--- config.mk ---
export PLATFORM = sky130hd
export DESIGN_NAME = systolic_sequencer
export DESIGN_NICKNAME = d
export VERILOG_FILES = /design/src/rtl/systolic_sequencer.sv
export SDC_FILE = /design/constraint.sdc
export NUM_CORES = 1
export LEC_CHECK = 0
export ABC_CLOCK_PERIOD_IN_PS = 3200
export CORE_MARGIN = 5
export CORE_UTILIZATION = 45
export CTS_BUF_LIST = sky130_fd_sc_hd__clkbuf_2 sky130_fd_sc_hd__clkbuf_4 sky130_fd_sc_hd__clkbuf_8
export CTS_CLUSTER_SIZE = 40
export DETAILED_ROUTE_END_ITERATION = 10
export PLACE_DENSITY = 0.75
export SLEW_MARGIN = 20
export SYNTH_ARGS = -nofsm -noshare
export SYNTH_HDL_FRONTEND = slang
export SYNTH_SLANG_ARGS = --single-unit
--- constraint.sdc ---
create_clock -name clk_i -period 3.2 [get_ports clk_i]
set_input_delay 0.48 -clock clk_i [delete_from_list [all_inputs] [get_ports clk_i]]
set_output_delay 0.48 -clock clk_i [all_outputs]
set_load 0.05 [all_outputs]
--- src/rtl/systolic_sequencer.sv ---
// Job controller for one systolic_array: streams K passes of B/A operands from SRAM,
// flushes the array once idle, then forwards its H*W results to the consumer.
module systolic_sequencer #(
   parameter int width_p        = 8,
   parameter int array_width_p  = 2,
   parameter int array_height_p = 2,
   parameter int max_k_p        = 8,
   localparam int kw = $clog2(max_k_p + 1),
   localparam int aw = $clog2(array_height_p * max_k_p),
   localparam int bw = $clog2(max_k_p * array_width_p)
) (
   input  logic               clk_i,
   input  logic               reset_i,
   input  logic               cmd_valid_i,
   output logic               cmd_ready_o,
   input  logic [kw-1:0]      cmd_k_i,
   output logic [aw-1:0]      a_addr_o,
   output logic [bw-1:0]      b_addr_o,
   output logic               a_rd_o,
   output logic               b_rd_o,
   input  logic [width_p-1:0] a_data_i,
   input  logic [width_p-1:0] b_data_i,
   output logic               arr_valid_o,
   output logic [width_p-1:0] arr_data_o,
   input  logic               arr_ready_i,
   input  logic               arr_idle_i,
   output logic               arr_flush_o,
   input  logic               arr_valid_i,
   input  logic [width_p-1:0] arr_data_i,
   output logic               arr_yumi_o,
   output logic               res_valid_o,
   output logic [width_p-1:0] res_data_o,
   input  logic               res_yumi_i,
   output logic               busy_o,
   output logic               done_o
);

   localparam int pass_len = array_width_p + array_height_p;
   localparam int ew = $clog2(pass_len);
   localparam int tw = $clog2(max_k_p * pass_len + 1);
   localparam int rw = $clog2(array_height_p * array_width_p + 1);

   typedef enum logic [2:0] {
      S_IDLE, S_FEED, S_WAIT_IDLE, S_FLUSH, S_DRAIN, S_DONE
   } state_e;

   state_e state_r, state_n;

   logic [kw-1:0]      k_r, rd_pass_r;
   logic [ew-1:0]      rd_idx_r;
   logic               rd_done_r;
   logic               vld_p1, sel_a_p1;
   logic [width_p-1:0] fifo_mem [2];
   logic               fifo_wr_r, fifo_rd_r;
   logic [1:0]         fifo_cnt_r;
   logic [tw-1:0]      xfer_cnt_r;
   logic [rw-1:0]      res_cnt_r;

   logic               accept, issue, issue_b, fire, push, pop, last_xfer, last_res;
   logic [width_p-1:0] in_data_p1;
   logic [aw-1:0]      a_addr;
   logic [bw-1:0]      b_addr;

   function automatic logic [kw-1:0] clamp_k(input logic [kw-1:0] k);
      clamp_k = (int'(k) > max_k_p) ? kw'(max_k_p) : k;
   endfunction

   // Stage p0: read issue. Each pass is W B-elements then H A-elements; a read is only
   // issued when the FIFO can take its data even if nothing drains meanwhile.
   assign accept  = cmd_valid_i & cmd_ready_o;
   assign issue_b = int'(rd_idx_r) < array_width_p;
   assign issue   = (state_r == S_FEED) && !rd_done_r &&
                    ((fifo_cnt_r == 2'd0) || ((fifo_cnt_r == 2'd1) && !vld_p1));
   assign a_addr  = aw'((int'(rd_idx_r) - array_width_p) * max_k_p + int'(rd_pass_r));
   assign b_addr  = bw'(int'(rd_pass_r) * array_width_p + int'(rd_idx_r));
   assign a_rd_o   = issue & ~issue_b;
   assign b_rd_o   = issue & issue_b;
   assign a_addr_o = a_rd_o ? a_addr : '0;
   assign b_addr_o = b_rd_o ? b_addr : '0;

   // Stage p1: SRAM data returns; it bypasses the empty FIFO to avoid a bubble.
   assign in_data_p1  = sel_a_p1 ? a_data_i : b_data_i;
   assign arr_valid_o = (fifo_cnt_r != 2'd0) || vld_p1;
   assign arr_data_o  = (fifo_cnt_r != 2'd0) ? fifo_mem[fifo_rd_r] :
                        (vld_p1 ? in_data_p1 : '0);
   assign fire      = arr_valid_o & arr_ready_i;
   assign push      = vld_p1 & ~((fifo_cnt_r == 2'd0) & fire);
   assign pop       = fire & (fifo_cnt_r != 2'd0);
   assign last_xfer = (xfer_cnt_r == tw'(int'(k_r) * pass_len - 1));
   assign last_res  = (res_cnt_r == rw'(array_height_p * array_width_p - 1));
   assign busy_o    = (state_r != S_IDLE);

   always_ff @(posedge clk_i) begin
      if (!reset_i) state_r <= S_IDLE;
      else          state_r <= state_n;
   end

   always_comb begin
      state_n     = state_r;
      cmd_ready_o = 1'b0;
      arr_flush_o = 1'b0;
      arr_yumi_o  = 1'b0;
      res_valid_o = 1'b0;
      res_data_o  = '0;
      done_o      = 1'b0;
      unique case (state_r)
         S_IDLE: begin
            cmd_ready_o = 1'b1;
            if (cmd_valid_i) state_n = (clamp_k(cmd_k_i) == '0) ? S_DONE : S_FEED;
         end
         S_FEED:      if (fire && last_xfer) state_n = S_WAIT_IDLE;
         S_WAIT_IDLE: if (arr_idle_i) state_n = S_FLUSH;
         S_FLUSH: begin
            arr_flush_o = 1'b1;
            state_n     = S_DRAIN;
         end
         S_DRAIN: begin
            res_valid_o = arr_valid_i;
            res_data_o  = arr_data_i;
            arr_yumi_o  = res_yumi_i & arr_valid_i;
            if (res_yumi_i && arr_valid_i && last_res) state_n = S_DONE;
         end
         S_DONE: begin
            done_o  = 1'b1;
            state_n = S_IDLE;
         end
         default: state_n = S_IDLE;
      endcase
   end

   always_ff @(posedge clk_i) begin
      if (!reset_i) begin
         k_r        <= '0;
         rd_pass_r  <= '0;
         rd_idx_r   <= '0;
         rd_done_r  <= 1'b0;
         vld_p1     <= 1'b0;
         sel_a_p1   <= 1'b0;
         fifo_wr_r  <= 1'b0;
         fifo_rd_r  <= 1'b0;
         fifo_cnt_r <= '0;
         xfer_cnt_r <= '0;
         res_cnt_r  <= '0;
      end else begin
         vld_p1   <= issue;
         sel_a_p1 <= issue & ~issue_b;
         if (accept) begin
            k_r        <= clamp_k(cmd_k_i);
            rd_pass_r  <= '0;
            rd_idx_r   <= '0;
            rd_done_r  <= 1'b0;
            xfer_cnt_r <= '0;
            res_cnt_r  <= '0;
         end
         if (issue) begin
            if (int'(rd_idx_r) == pass_len - 1) begin
               rd_idx_r  <= '0;
               rd_pass_r <= rd_pass_r + 1'b1;
               if (rd_pass_r == k_r - 1'b1) rd_done_r <= 1'b1;
            end else begin
               rd_idx_r <= rd_idx_r + 1'b1;
            end
         end
         if (push) fifo_wr_r <= ~fifo_wr_r;
         if (pop)  fifo_rd_r <= ~fifo_rd_r;
         fifo_cnt_r <= fifo_cnt_r + {1'b0, push} - {1'b0, pop};
         if (fire)       xfer_cnt_r <= xfer_cnt_r + 1'b1;
         if (arr_yumi_o) res_cnt_r  <= res_cnt_r + 1'b1;
      end
   end

   always_ff @(posedge clk_i) begin
      if (push) fifo_mem[fifo_wr_r] <= in_data_p1;
   end

endmodule

==> results.txt, run 1 <==
The initial core utilization is 46.0%. The number of core rows came out at 27. The final net count is 364.

After clock tree synthesis, the clock-pin slew on the worst setup and hold paths is approximately 0.090 ns. The max-slew violation count came out at 0. TritonCTS built the clock tree. At the end of the flow the core is filled with cells to approximately 62%.

The power spent charging and discharging nets is 858 uW. The first global-routing pass estimated 9.46 mm of wire. The clock insertion delay at the later pin of the skew report is 0.30 ns.

Gates resized during post-CTS repair numbered 0. The area of the core region is about 5400 um^2. The combined area of all synthesized cells is about 2500 um^2. The ratio of total power to cell area came out at about 660 nW/um^2. The fraction of synthesis flops using an asynchronous set or reset pin came out at 0%. The flow ran to the end, and the final reports show no timing, DRC or antenna violations. The number of levels in the clock H-tree is 2.

The synthesized flop and latch total is 46. The part of the total power dissipated in the clock network is about a quarter. The post-layout minimum cycle time is ~3.0 ns. The layout-stage area growth over the synthesis result is 34.1%.

Clock skew on the completed layout was measured at between 0.003 and 0.004 ns. The die covers between 7000 and 8000 um^2. The pre-CTS worst setup slack is between 0.5 and 0.6 ns.

The wire length on met2 is 2.67 mm. The gate count of the mapped netlist came out at approximately 260. The total wirelength of the detailed-routed design came out at 5.69 mm.

The relative slew slack is about half. The number of antenna diodes in the final layout is 0. The count of cell types in the netlist is between 40 and 50.

The mean post-synth cell area came out at between 9 and 10 um^2. The total power came out at 2.20 mW. For this run, the leading register cell type out of synthesis is dfxtp_1. The setup-violating endpoint count in the final report came out at 0.

The routed length per placed instance came out at ~15 um. In the routed layout, each cell is associated on average with a via count of between 5 and 6. The worst setup margin came out at 0.245 ns.

Measured along the y axis, the die boundary spans between 80 and 90 um. The critical path startpoint category is a flop. After layout, the worst path uses just over 90% of the clock period. The internal power is 1.34 mW. The maximum clock insertion buffer count came out at 2. The via count of the first global-routing pass came out at roughly 2k.

The initial antenna violation count came out at 0. The total leakage power is approximately 1.3 nW. Leaving out fill and tap cells, the most frequent cell in the layout is clkdlybuf4s50_1.

The maximum clock frequency came out at around 340 MHz. The number of routed nets with antenna violations is 0. The pin count of the biggest net entering global routing came out at 21. Data on the critical path is required at its endpoint by approximately 2.7 ns.

Hold repair after CTS inserted 0 buffers. The number of nets in the synthesized netlist is around 300. In this run, CTS created clock tree buffers numbering 5.

Detailed placement ended at an HPWL of between 4 and 5 mm. Setup repair after global routing left no endpoint under its margin. At the end of routability-driven placement, the weighted congestion stood at 0.737. In the global route stage, overall resource usage came out at 16.0%. The count of pins on the block boundary came out at between 60 and 70.

The violation count after the first detailed-routing iteration came out at 71. STA puts the critical path data arrival time at about 2.5 ns. The number of synthesized flops with an enable pin is 16. In the layout the commonest cells are clkdlybuf4s50_1 (66), dfxtp_1 (30), nor2_1 (21), nand3_1 (21), and2_1 (18). The finished layout holds ~390 standard cells, fillers aside.

The type of element capturing the critical path is an output pin. The combinational share of power came out at between 40% and 50%. VDD sags by at most about 370 uV.

The critical path is of the flop to output pin type. The proportion of layout cells with a drive suffix above 1 came out at 9.38%. For this run the aggregate overflow at the end of global routing stands at 0. The routed design uses 493 um of met3 wire. The fraction of power spent switching nets is roughly 40%. The largest fanout on the critical path is 9. The met1 layer wirelength in the final routing is ~2.5 mm.

The die outline width came out at 84.6 um. The portion of total power attributed to sequential cells came out at roughly a third. The count of unresolved DRC violations after routing came out at 0. The final setup TNS is 0 ns.

The slew at the pin closest to its max-slew limit came out at between 0.7 and 0.8 ns. Port buffering added between 60 and 70 buffers. The warning count from the yosys run came out at 0. In this run the post-CTS setup repair buffer count came out at 0. The count of vias placed by the detailed router came out at approximately 2.1k.

The number of placed instances with taps included is 384. The path class of the tightest hold or removal check is flop to flop. The share of the yosys chip area belonging to registers came out at roughly 43%. The number of iterations in the first detailed-routing pass is 4.

The max-capacitance violation count is 0. The hold violation total from the final report came out at 0. Counting every sink on the clock net gives 46.

The root buffer cell chosen for the clock tree is clkbuf_8. Routed signal wires occupy layers up through met4.
==> critical path, stage by stage, from the launching register on <==
cell	delay, ns
dfxtp_1	0.49
and2b_1	0.28
nand3_1	0.22
nor2_1	0.23
and2_1	0.15
clkdlybuf4s50_1	0.80
==> registers in the layout, summed over array words and instances (netlist names), named ones only <==
name / cells
fifo_cnt_r: 2
fifo_mem: 16
fifo_rd_r: 1
fifo_wr_r: 1
k_r: 4
rd_done_r: 1
rd_idx_r: 2
rd_pass_r: 4
res_cnt_r: 3
sel_a_p1: 1
state_r: 3
vld_p1: 1
xfer_cnt_r: 6
==> through the flow <==
| stage | hold slack [ns] | cell area (um^2) |
|---|---|---|
| after global routing | 0.504 | 3360 |
| after detailed placement | 0.466 | 3210 |
| final | 0.477 | 3360 |
| after global placement | 0.460 | 3210 |
| after floorplan | 0.452 | 2500 |
| after CTS | 0.479 | 3360 |
==> cell families (layout without fill, tap and decap cells) <==
group	Yosys count	after routing	synth area share, %
XOR/XNOR	19	19	7.20
adder cells (fa/ha/maj)	10	10	5.00
multiplexers	19	19	8.10
flip-flops	46	46	43.2
AO/OA/AOI/OAI	38	38	9.65
AND/OR/NAND/NOR	101	101	22.7
buffers and inverters	23	87	4.15
==> routing by layer <==
layer	track usage (%)	up-vias
met5	0	-
met4	3.31	0
met3	6.08	7
met2	27.8	71
met1	18.9	952
li1	-	1037
==> cells in the mapped netlist, types with 2 or more instances <==
master	number	area, um^2
dfxtp_1	30	601
mux2i_1	9	90.1
inv_1	8	30.0
or3_1	3	18.8
nor3b_1	4	30.0
o21ai_0	10	50.1
nand4_1	2	12.5
mux2_2	10	113
nand3_1	21	105
nand2b_1	2	12.5
ha_1	10	125
o31ai_1	2	15.0
o21a_1	2	15.0
buf_6	2	22.5
xnor2_1	10	87.6
edfxtp_1	16	480
and3_1	10	62.6
nand2_1	7	26.3
and2_1	18	113
a31oi_1	2	12.5
nor2_1	21	78.8
nor3_2	2	20.0
or2_2	2	12.5
o41ai_1	2	17.5
clkbuf_1	10	37.5
nor3_1	2	10.0
a21oi_1	11	55.1
buf_2	2	10.0
xor2_1	8	70.1
==> power by group through the flow <==
stage	Combinational, mW	Sequential [mW]	Clock (mW)
final	0.923	0.749	0.531
after global routing	0.993	0.763	0.559
after CTS	0.933	0.752	0.540
after detailed placement	0.928	0.765	0
after global placement	0.916	0.762	0
after floorplan	0.672	0.713	0
==> layout make-up <==
cell class | count | area (um^2)
clock buffer | 6 | 82.6
clock inverter | 2 | 60.1
sequential | 46 | 1080
inverter | 9 | 33.8
fill | 479 | 2080
tap | 72 | 90.1
multi-input combinational | 187 | 1320
timing repair buffer | 70 | 691
==> final timing paths <==
kind | to | start | slack [ns] | cells after the start
min reg2reg | res_cnt_r[1] | res_cnt_r[1] | 0.48 | 2
max reg2reg | fifo_cnt_r[1] | fifo_cnt_r[1] | 1.23 | 9
max | b_addr_o[2] | state_r[0] | 0.25 | 5
min | res_cnt_r[1] | res_cnt_r[1] | 0.48 | 2
Note: power is estimated with default switching activity, not from simulation.
==> run 2: changes to the inputs <==
--- a/config.mk
+++ b/config.mk
@@ -5,7 +5,7 @@
 export SDC_FILE = /design/constraint.sdc
 export NUM_CORES = 1
 export LEC_CHECK = 0
-export ABC_CLOCK_PERIOD_IN_PS = 3200
+export ABC_CLOCK_PERIOD_IN_PS = 2750
 export CORE_MARGIN = 5
 export CORE_UTILIZATION = 45
 export CTS_BUF_LIST = sky130_fd_sc_hd__clkbuf_2 sky130_fd_sc_hd__clkbuf_4 sky130_fd_sc_hd__clkbuf_8
==> constraint.sdc (replaced) <==
create_clock -name clk_i -period 2.75 [get_ports clk_i]
set_input_delay 0.4125 -clock clk_i [delete_from_list [all_inputs] [get_ports clk_i]]
set_output_delay 0.4125 -clock clk_i [all_outputs]
set_load 0.05 [all_outputs]
==> results.txt, run 2 (same netlist as run 1, synthesis figures left out) <==
The flow ran to the end, and the final reports show no timing, DRC or antenna violations. The root cell of the clock tree is clkbuf_8. The number of diodes added for antenna fixing is 0 (unchanged). The global-route congestion overflow total is 0 (unchanged). The overall global routing resource usage is 15.2% (-0.83 points). The cell type of the slowest stage on the worst timing path is clkdlybuf4s50_1.

The total leakage power came out at 1.41 nW (+9.6%). The number of levels in the clock H-tree came out at 2 (unchanged). The setup-violating endpoint count in the final report came out at 0 (unchanged). The total wirelength of the detailed-routed design was 5.34 mm (-6.1%). The delay of the slowest cell on the worst path was 0.83 ns (+0.03 ns). The final net count was 366 (+0.55%).

The worst-case register-to-register setup slack is 0.82 ns (-0.41 ns). The count of vias placed by the detailed router came out at 2018 (-2.4%). The number of routed nets with antenna violations is 0 (unchanged). STA classifies the critical path startpoint as a flop.

The max-slew violation count came to 0 (unchanged). The global-route wire length before repair came to 9.12 mm (-3.6%). The buffering stage count on the worst path with inverters included is 1 (unchanged). The CTS buffer count came out at 5 (unchanged). Setup repair after global routing left no endpoint under its margin. The number of buffers inserted by hold repair at cts came out at 0 (unchanged). The relative slew slack is 50.2% (-1.2 points).

TritonCTS built the clock tree. The setup skew after layout came out at 0.00603 ns (+0.00210 ns). The initial antenna violation count was 0 (unchanged). The proportion of layout cells with a drive suffix above 1 came out at 16.8% (+7.4 points). The critical path class is flop to output pin.

The area of the core region is 5440 um^2 (unchanged). The count of fill cells added during filler insertion is 467 (-2.5%). The maximum clock frequency is a little over 400 MHz. The initial core utilization is 46.0% (unchanged). The pin count of the biggest net entering global routing is 21 (unchanged). The total of buffers placed on input and output ports is 67 (unchanged). The count of unresolved DRC violations after routing came out at 0 (unchanged). The placer's final routability congestion estimate is 0.880 (+19%). The slew at the pin closest to its max-slew limit was 0.741 ns (+0.0183 ns). The layout-stage area growth over the synthesis result came out at 32.4%. The via count of the first global-routing pass is 2025 (-0.099%). The final setup TNS is 0 ns (unchanged).

The number of core rows is 27 (unchanged). The worst min-delay path class is flop to flop. The estimated wirelength of the detail-placed design is 4.12 mm (-1.2%).

The flip-flop count of the largest register, all copies and words added is 16 (unchanged). The CTS sink count was 46 (unchanged). The violation count after the first detailed-routing iteration is 84 (+18%). The clock insertion delay at the later pin of the skew report is 0.30 ns (about the same). The required time of the worst setup path came out at 2.34 ns (-0.38 ns). The largest registers in the layout are fifo_mem x16, xfer_cnt_r x6. The largest fanout on the critical path is 10 (+1). The family with the most delay on the worst path is buffers and inverters. The count of pins on the block boundary is 68 (unchanged). The routed length per placed instance is 13.6 um (-6.6%).

The hold violation total from the final report is 0 (unchanged). The maximum clock insertion buffer count is 2 (unchanged). The critical path goes through or2_2 > nor2_1 > clkdlybuf4s50_1. The clock slew seen by the registers of the worst setup and hold paths is 0.08 ns (about the same).

The via-per-instance ratio is 5.12 (-2.9%). For the finished layout, the period the worst path requires is 2.42 ns. The number of iterations in the first detailed-routing pass came out at 4 (unchanged). The top cell types in the final layout, fill and taps aside, are clkdlybuf4s50_1 (39), dfxtp_1 (30), buf_4 (27).

The max-capacitance violation count was 0 (unchanged). Leaving out fill and tap cells, the most frequent cell in the layout is clkdlybuf4s50_1. The critical path arrival is 2.00 ns (-0.47 ns). The die outline width is 84.6 um (unchanged).

The highest ir drop seen on vdd came to 429 uV (+16%). The post-route fraction of the period consumed by the critical path came out at between 80 and 90%. The worst setup path is captured at an output pin. The register bank with the most flops is fifo_mem.

The die extent in y came to 84.6 um (unchanged). The total power was 2.41 mW (+9.6%). The ratio of total power to cell area came to 729 nW/um^2 (+11%).

The area of the die came to 7150 um^2 (unchanged).
[run 2: worst paths after layout]
check                                   start            end  cells after the start
worst min register to register   res_cnt_r[1]   res_cnt_r[1]                      2
worst max-delay path               state_r[2]    cmd_ready_o                      3
worst min-delay path             res_cnt_r[1]   res_cnt_r[1]                      2
worst max register to register  fifo_cnt_r[1]  fifo_cnt_r[1]                      9
[run 2: worst reg2reg max path, stage by stage, from the launching register on]
cell     delay (ns)
dfxtp_1        0.46
nor2_1         0.08
buf_4          0.19
a21bo_2        0.26
ha_1           0.27
inv_1          0.06
ha_1           0.14
xor2_1         0.18
xnor2_1        0.14
nor2_1         0.05
[run 2: what timing repair did]
action | 4_1_cts | 5_1_grt
setup endpoints to repair | 0 | 5
hold endpoints to repair | 0 | 0
setup buffers | 0 | 0
gates resized for setup | 0 | 5
[run 2: area by class of cell]
class / instances / area [um^2] / area share (%)
timing repair buffer: 72 / 676 / 20.4
inverter: 9 / 33.8 / 1.02
tap: 72 / 90.1 / 2.72
sequential: 46 / 1080 / 32.6
clock inverter: 2 / 37.5 / 1.13
multi-input combinational: 187 / 1320 / 39.8
clock buffer: 6 / 76.3 / 2.30
[run 2: stage by stage]
| stage | std cells | utilization, % | hold WS [ns] | cell area [um^2] | setup WS, ns |
|---|---|---|---|---|---|
| after floorplan | 256 | - | 0.452 | 2500 | 0.208 |
| after global placement | 386 | 58.6 | 0.458 | 3190 | 0.427 |
| after detailed placement | 386 | 58.6 | 0.470 | 3190 | 0.373 |
| after CTS | 394 | 60.7 | 0.481 | 3300 | 0.0416 |
| after global routing | 394 | 60.9 | 0.515 | 3310 | 0.218 |
| final | 394 | 60.9 | 0.483 | 3310 | 0.333 |
[run 2: where the power goes]
part | internal, mW | leakage [nW] | switching, mW | total [mW]
Clock | 0.281 | 0.0548 | 0.223 | 0.503
Combinational | 0.377 | 0.970 | 0.676 | 1.05
Sequential | 0.778 | 0.389 | 0.0793 | 0.857
Total | 1.44 | 1.41 | 0.978 | 2.41
[run 2: layer usage]
layer	GRT usage [%]	up-vias	routed length, um
met5	0	-	0
met4	4.46	0	92
met3	6.08	11	500
met2	25.1	75	2340
met1	18.3	891	2400
li1	-	1041	-
==> run 3: changes to the inputs <==
--- a/config.mk
+++ b/config.mk
@@ -5,7 +5,7 @@
 export SDC_FILE = /design/constraint.sdc
 export NUM_CORES = 1
 export LEC_CHECK = 0
-export ABC_CLOCK_PERIOD_IN_PS = 2750
+export ABC_CLOCK_PERIOD_IN_PS = 2700
 export CORE_MARGIN = 5
 export CORE_UTILIZATION = 45
 export CTS_BUF_LIST = sky130_fd_sc_hd__clkbuf_2 sky130_fd_sc_hd__clkbuf_4 sky130_fd_sc_hd__clkbuf_8
==> constraint.sdc (replaced) <==
create_clock -name clk_i -period 2.7 [get_ports clk_i]
set_input_delay 0.405 -clock clk_i [delete_from_list [all_inputs] [get_ports clk_i]]
set_output_delay 0.405 -clock clk_i [all_outputs]
set_load 0.05 [all_outputs]
==> results.txt, run 3 (same netlist as run 1, synthesis figures left out) <==
The type of element capturing the critical path is an output pin. The initial antenna violation count is 0 (unchanged). The max-capacitance violation count is 0 (unchanged). The via-per-instance ratio is 5.15 (+0.58%).

The register with the most flip-flops in the final layout is fifo_mem. The count of vias placed by the detailed router came to 2040 (+1.1%). The total of buffers placed on input and output ports came out at 67 (unchanged). The endpoint identified for the worst register-to-register timing path is fifo_cnt_r[1]. The clock slew seen by the registers of the worst setup and hold paths is 0.08 ns (about the same). The number of core rows is 27 (unchanged). The final instance area came out at 3310 um^2 (about the same). The proportion of layout cells with a drive suffix above 1 came out at 17.9% (+1.1 points). The die extent in y was 84.6 um (unchanged). The hold violation total from the final report is 0 (unchanged). The pin count of the biggest net entering global routing is 21 (unchanged). Leaving out fill and tap cells, the most frequent cells in the layout are clkdlybuf4s50_1 (39), buf_4 (31), dfxtp_1 (30). The largest registers in the layout are fifo_mem x16, xfer_cnt_r x6. The worst-case register-to-register setup slack was 0.77 ns (-0.05 ns).

The clock insertion delay at the later pin of the skew report was 0.30 ns (about the same). The number of routed nets with antenna violations came out at 0 (unchanged). The setup skew after layout came to 0.00839 ns (+0.00236 ns).

The critical path startpoint category is a flop. The total leakage power came out at 1.38 nW (-2.2%). The final setup TNS came out at 0 ns (unchanged).

The final net count came out at 368 (+0.55%). The routed length per placed instance came out at 13.4 um (-1.1%). The critical path goes through or2_2 > nor2_1 > clkdlybuf4s50_1. TritonCTS built the clock tree. The total power is 2.46 mW (+1.9%). The number of post-CTS setup repair buffers came to 0 (unchanged).

Setup repair after global routing left no endpoint under its margin. The placer's final routability congestion estimate is 0.878 (-0.25%). The required time of the worst setup path is 2.30 ns (-0.04 ns). The flip-flop count of the largest register, all copies and words added is 16 (unchanged). The initial core utilization came out at 46.0% (unchanged). The max-slew violation count is 0 (unchanged). The largest fanout on the critical path came out at 10 (unchanged). The CTS buffer count is 5 (unchanged). The depth of the most critical reg-to-reg path is 9 (unchanged).

On the critical path, the stage with the largest delay is an instance of clkdlybuf4s50_1. The delay of the slowest cell on the worst path is 0.82 ns (about the same). The number of levels in the clock H-tree is 2 (unchanged). The pre-CTS worst setup slack was 0.333 ns (-0.0396 ns). The area after detailed placement came out at 3200 um^2 (+0.31%). The violation count after the first detailed-routing iteration is 69 (-18%). The most critical setup path has its startpoint at state_r[2]. The post-layout minimum cycle time is around 2.4 ns. The relative slew slack is 51.7% (+1.6 points). The root buffer cell chosen for the clock tree is clkbuf_8. The CTS sink count was 46 (unchanged).

The global-route congestion overflow total is 0 (unchanged). The global-route wire length before repair came out at 9.21 mm (+0.99%). The count of unresolved DRC violations after routing came out at 0 (unchanged). The critical path ends at cmd_ready_o.

The slew at the pin closest to its max-slew limit came out at 0.718 ns (-0.0234 ns). The area of the die came out at 7150 um^2 (unchanged). The number of buffers inserted by hold repair at cts came out at 0 (unchanged). The via count of the first global-routing pass came to 2010 (-0.74%). The run finished with clean final reports. The critical path arrival is 2.00 ns (about the same). The post-route fraction of the period consumed by the critical path is between 80% and 90%. The worst min-delay path class is flop to flop.

The worst setup margin is 0.299 ns (-0.0338 ns). The die outline width came out at 84.6 um (unchanged). The ratio of total power to cell area came out at 742 nW/um^2 (+1.9%).

The most common cell after layout, fill and taps aside is clkdlybuf4s50_1. The count of pins on the block boundary came out at 68 (unchanged). The total wirelength of the detailed-routed design is 5.31 mm (-0.62%). The estimated wirelength of the detail-placed design came out at 4.10 mm (-0.32%).

The layout-stage area growth over the synthesis result came to 32.4% (about the same). The critical path class is flop to output pin. The maximum clock frequency is about 420 MHz. The maximum clock insertion buffer count was 2 (unchanged).

The overall global routing resource usage came to 15.4% (+0.17 points). The startpoint identified for the worst register-to-register timing path is fifo_cnt_r[1]. The area of the core region came out at 5440 um^2 (unchanged). The setup-violating endpoint count in the final report came out at 0 (unchanged).

The startpoint identified for the worst hold timing path is res_cnt_r[1]. The number of iterations in the first detailed-routing pass was 4 (unchanged). The highest ir drop seen on vdd came out at 398 uV (-7.3%).

The number of diodes added for antenna fixing is 0 (unchanged).
-- run 3: changes by cell type in the layout (fill, tap and decap cells not counted) --
cell	before	now
dlygate4sd2_1	0	1
buf_4	27	31
dlymetal6s2s_1	5	2
-- run 3: what timing repair did --
item / 4_1_cts / 5_1_grt
pin swaps: 0 / 0
endpoints found under the setup margin: 1 / 2
gates resized for setup: 1 / 2
-- run 3: per-stage QoR --
stage	hold slack [ns]	util, %	instances
5_1_grt	0.518	60.9	396
2_1_floorplan	0.452	-	256
3_3_place_gp	0.459	58.8	388
4_1_cts	0.480	60.8	396
3_5_place_dp	0.469	58.8	388
6_report	0.481	60.9	396
-- run 3: final cells by class --
| class | instances | area (um^2) |
|---|---|---|
| Inverter | 9 | 33.8 |
| Clock inverter | 2 | 37.5 |
| Tap cell | 72 | 90.1 |
| Timing Repair Buffer | 74 | 677 |
| Fill cell | 492 | 2130 |
| Clock buffer | 6 | 76.3 |
| Sequential cell | 46 | 1080 |
| Multi-Input combinational cell | 187 | 1320 |
-- run 3: routing by layer --
layer | share of wire, % | routed length, um | GRT usage, % | vias up
met1 | 45 | 2400 | 18.9 | 912
met3 | 9.2 | 486 | 5.69 | 8
met5 | 0 | 0 | 0 | -
met4 | 0.94 | 50 | 3.88 | 0
met2 | 45 | 2370 | 25.6 | 74
li1 | - | - | - | 1046
-- run 3: critical path, delay by kind of cell (launching register included) --
kind / cells / cell delay [ns]
flip-flops: 1 / 0.40
AND/OR/NAND/NOR: 2 / 0.47
buffers and inverters: 1 / 0.82
-- run 3: power by group --
part	switching (mW)	internal, mW	leakage [nW]
Combinational	0.688	0.386	0.938
Clock	0.225	0.286	0.0548
Sequential	0.0829	0.792	0.389
-- run 3: worst min-delay path by stage --
| stage | slack [ns] | cells past startpoint | endpoint |
|---|---|---|---|
| finish | 0.48 | 2 | res_cnt_r[1] |
| global route | 0.52 | 2 | res_cnt_r[1] |
| CTS | 0.48 | 2 | res_cnt_r[1] |
| detailed placement | 0.47 | 2 | res_cnt_r[1] |
| global placement | 0.46 | 2 | res_cnt_r[1] |
| floorplan | 0.45 | 2 | res_cnt_r[1] |
==> edit (flow settings as in run 1) <==
Encoding of `state_e`: now one-hot (6 bits for 6 states).
--- a/src/rtl/systolic_sequencer.sv
+++ b/src/rtl/systolic_sequencer.sv
@@ -42,4 +42,4 @@
 
-   typedef enum logic [2:0] {
-      S_IDLE, S_FEED, S_WAIT_IDLE, S_FLUSH, S_DRAIN, S_DONE
+   typedef enum logic [5:0] {
+      S_IDLE = 6'b000001, S_FEED = 6'b000010, S_WAIT_IDLE = 6'b000100, S_FLUSH = 6'b001000, S_DRAIN = 6'b010000, S_DONE = 6'b100000
    } state_e;
Function: no difference found for any inputs over 10 cycles, from zero or initial values and one cycle with reset_i low; not proved beyond that.
==> edit against run 1 <==
- total power decreased by 21%
- wire length increased by 4.6%
- cell area increased by 5.2%
- global-route usage decreased by 0.064 points
- first-iteration DRC count increased by 63%
- synthesized area increased by 7.7%
- synthesized cell count increased by 7.8%
- sequential cell count increased by 3
- setup slack got worse by 0.028 ns
- combinational power decreased by 30%
- highest routed layer unchanged
==> edit: results (changes against run 1) <==
Yosys
  – Synth Instances: 276 (+7.8%)
  – Distinct cells, synth: 49 (+4.3%)
  – Synth top cells by count: dfxtp_1, and2_1, nand2_1, nand3_1
  – Xor-xnor portion of the synthesized cell area: 5.713% (-1.5 points)
  – Mux contribution to synthesized area: 6.317% (-1.8 points)
  – Mean Syn Cell Area: 9.760 µm² (-0.15%)
  – Register area share after synthesis: 42.36% (-0.84 points)
  – Syn nets: 321 (+6.6%)
  – Most area-consuming cells after synthesis: dfxtp_1, edfxtp_1, and2_1
  – Adder-cell share of the synthesized area: 4.645% (-0.36 points)
  – Synth Area in Compound Gates: 12.96% (+3.3 points)

Pwr
  – Leak pwr: 0.001364 µW (+5.7%)
  – VDD IR max: 0.0002918 V (-21%)
  – P_clk: 363 µW (-32%)
  – Logic pwr share: 37.3% (-4.6 points)
  – Combinational group power: 648 µW (-30%)
  – Cell internal pwr: 1088 µW (-19%)

Critical path
  – Crit Path Max Fanout: 13 (+4)
  – WP data arrival: 2.50 ns (+0.03 ns)
  – Critical path's top delay family: buffers and inverters

GRT
  – First-pass GRT wire length: 9894 µm (+4.6%)
  – Total track usage: 15.98% (-0.064 points)
  – Vias in the first global route: 2099 (+3.6%)
  – Pin count of the biggest net entering global routing: 19 (-9.5%)

Routing
  – DRT iter0 DRCs: 116 (+63%)
  – Met3 Routed Length: 418 µm (-15%)
  – Vias/cell: 5.341 (+1.3%)
  – Wirelength, routed: 5954 µm (+4.6%)
  – WL met1: 2646 µm (+6.9%)
  – Metal2 WL: 2846 µm (+6.7%)

Place
  – Placed cell areas: 3432 µm² (+6.8%)
  – RD Place Congestion: 0.8516 (+16%)
  – Pre-CTS setup slack: 0.4809 ns (-0.09164 ns)
  – Detailed placement HPWL: 4461 µm (+7.0%)
  – Post-Place Cells: 409 (+6.5%)

Final layout
  – Top Registers: fifo_mem x16, state_r x6, xfer_cnt_r x6
  – #MultiIn Comb: 208 (+11%)
  – P&R area growth vs syn: 31.07%
  – Clock network share of area: 2.587% (-1.7 points)
  – Non-clock buffer share: 19.84% (-0.74 points)
  – Antenna diodes: 0 (unchanged)
  – Footprint of the multi-input gates: 1478 µm² (+12%)
  – Count of non-CTS inverters in the layout: 7 (-2)
  – Layout cells sized above 1: 7.895% (-1.5 points)
  – Sequential cell area share: 32.32% (+0.10 points)
  – Nets: 386 (+6.0%)
  – Filler instances: 543 (+13%)

Clock network
  – Max Buffers Root-to-Sink: 2 (unchanged)
  – Clock sink count: 49 (+6.5%)

Status
  – Status: finished clean

Timing
  – Clk_skew: 0.004404 ns (+0.0004787 ns)
  – Slew HR: 45.37% (-6.0 points)
edit: cell count changes after synthesis, sizes merged, moves of 4 or more:
cell	before	now
nand3b	0	5
nand2	7	17
a21boi	0	9
nor2	21	17
a21oi	11	2
nand3	21	17
o21a	2	7
edit: worst reg2reg max path, delay by kind of cell (launching register included):
kind / cells / cell delay, ns
flops: 1 / 0.36
simple gates: 3 / 1.34
compound gates: 1 / 0.23
edit: path summary, 6_finish.rpt:
path,startpoint,to,slack [ns],depth (start not counted)
worst min register to register,rd_done_r$_SDFF_PN0_,rd_done_r$_SDFF_PN0_,0.48,2
worst max register to register,state_r[1]$_SDFFE_PN0P_,rd_pass_r[2]$_SDFF_PN0_,1.18,4
worst min-delay path,rd_done_r$_SDFF_PN0_,rd_done_r$_SDFF_PN0_,0.48,2
worst max-delay path,vld_p1$_SDFF_PN0_,a_addr_o[0],0.22,4
edit: layer usage:
layer  vias to the layer above  track usage, %
met2                        61           26.99
met5                         -               0
met3                         5           3.595
li1                       1126               -
met1                      1035           21.05
met4                         0           2.929
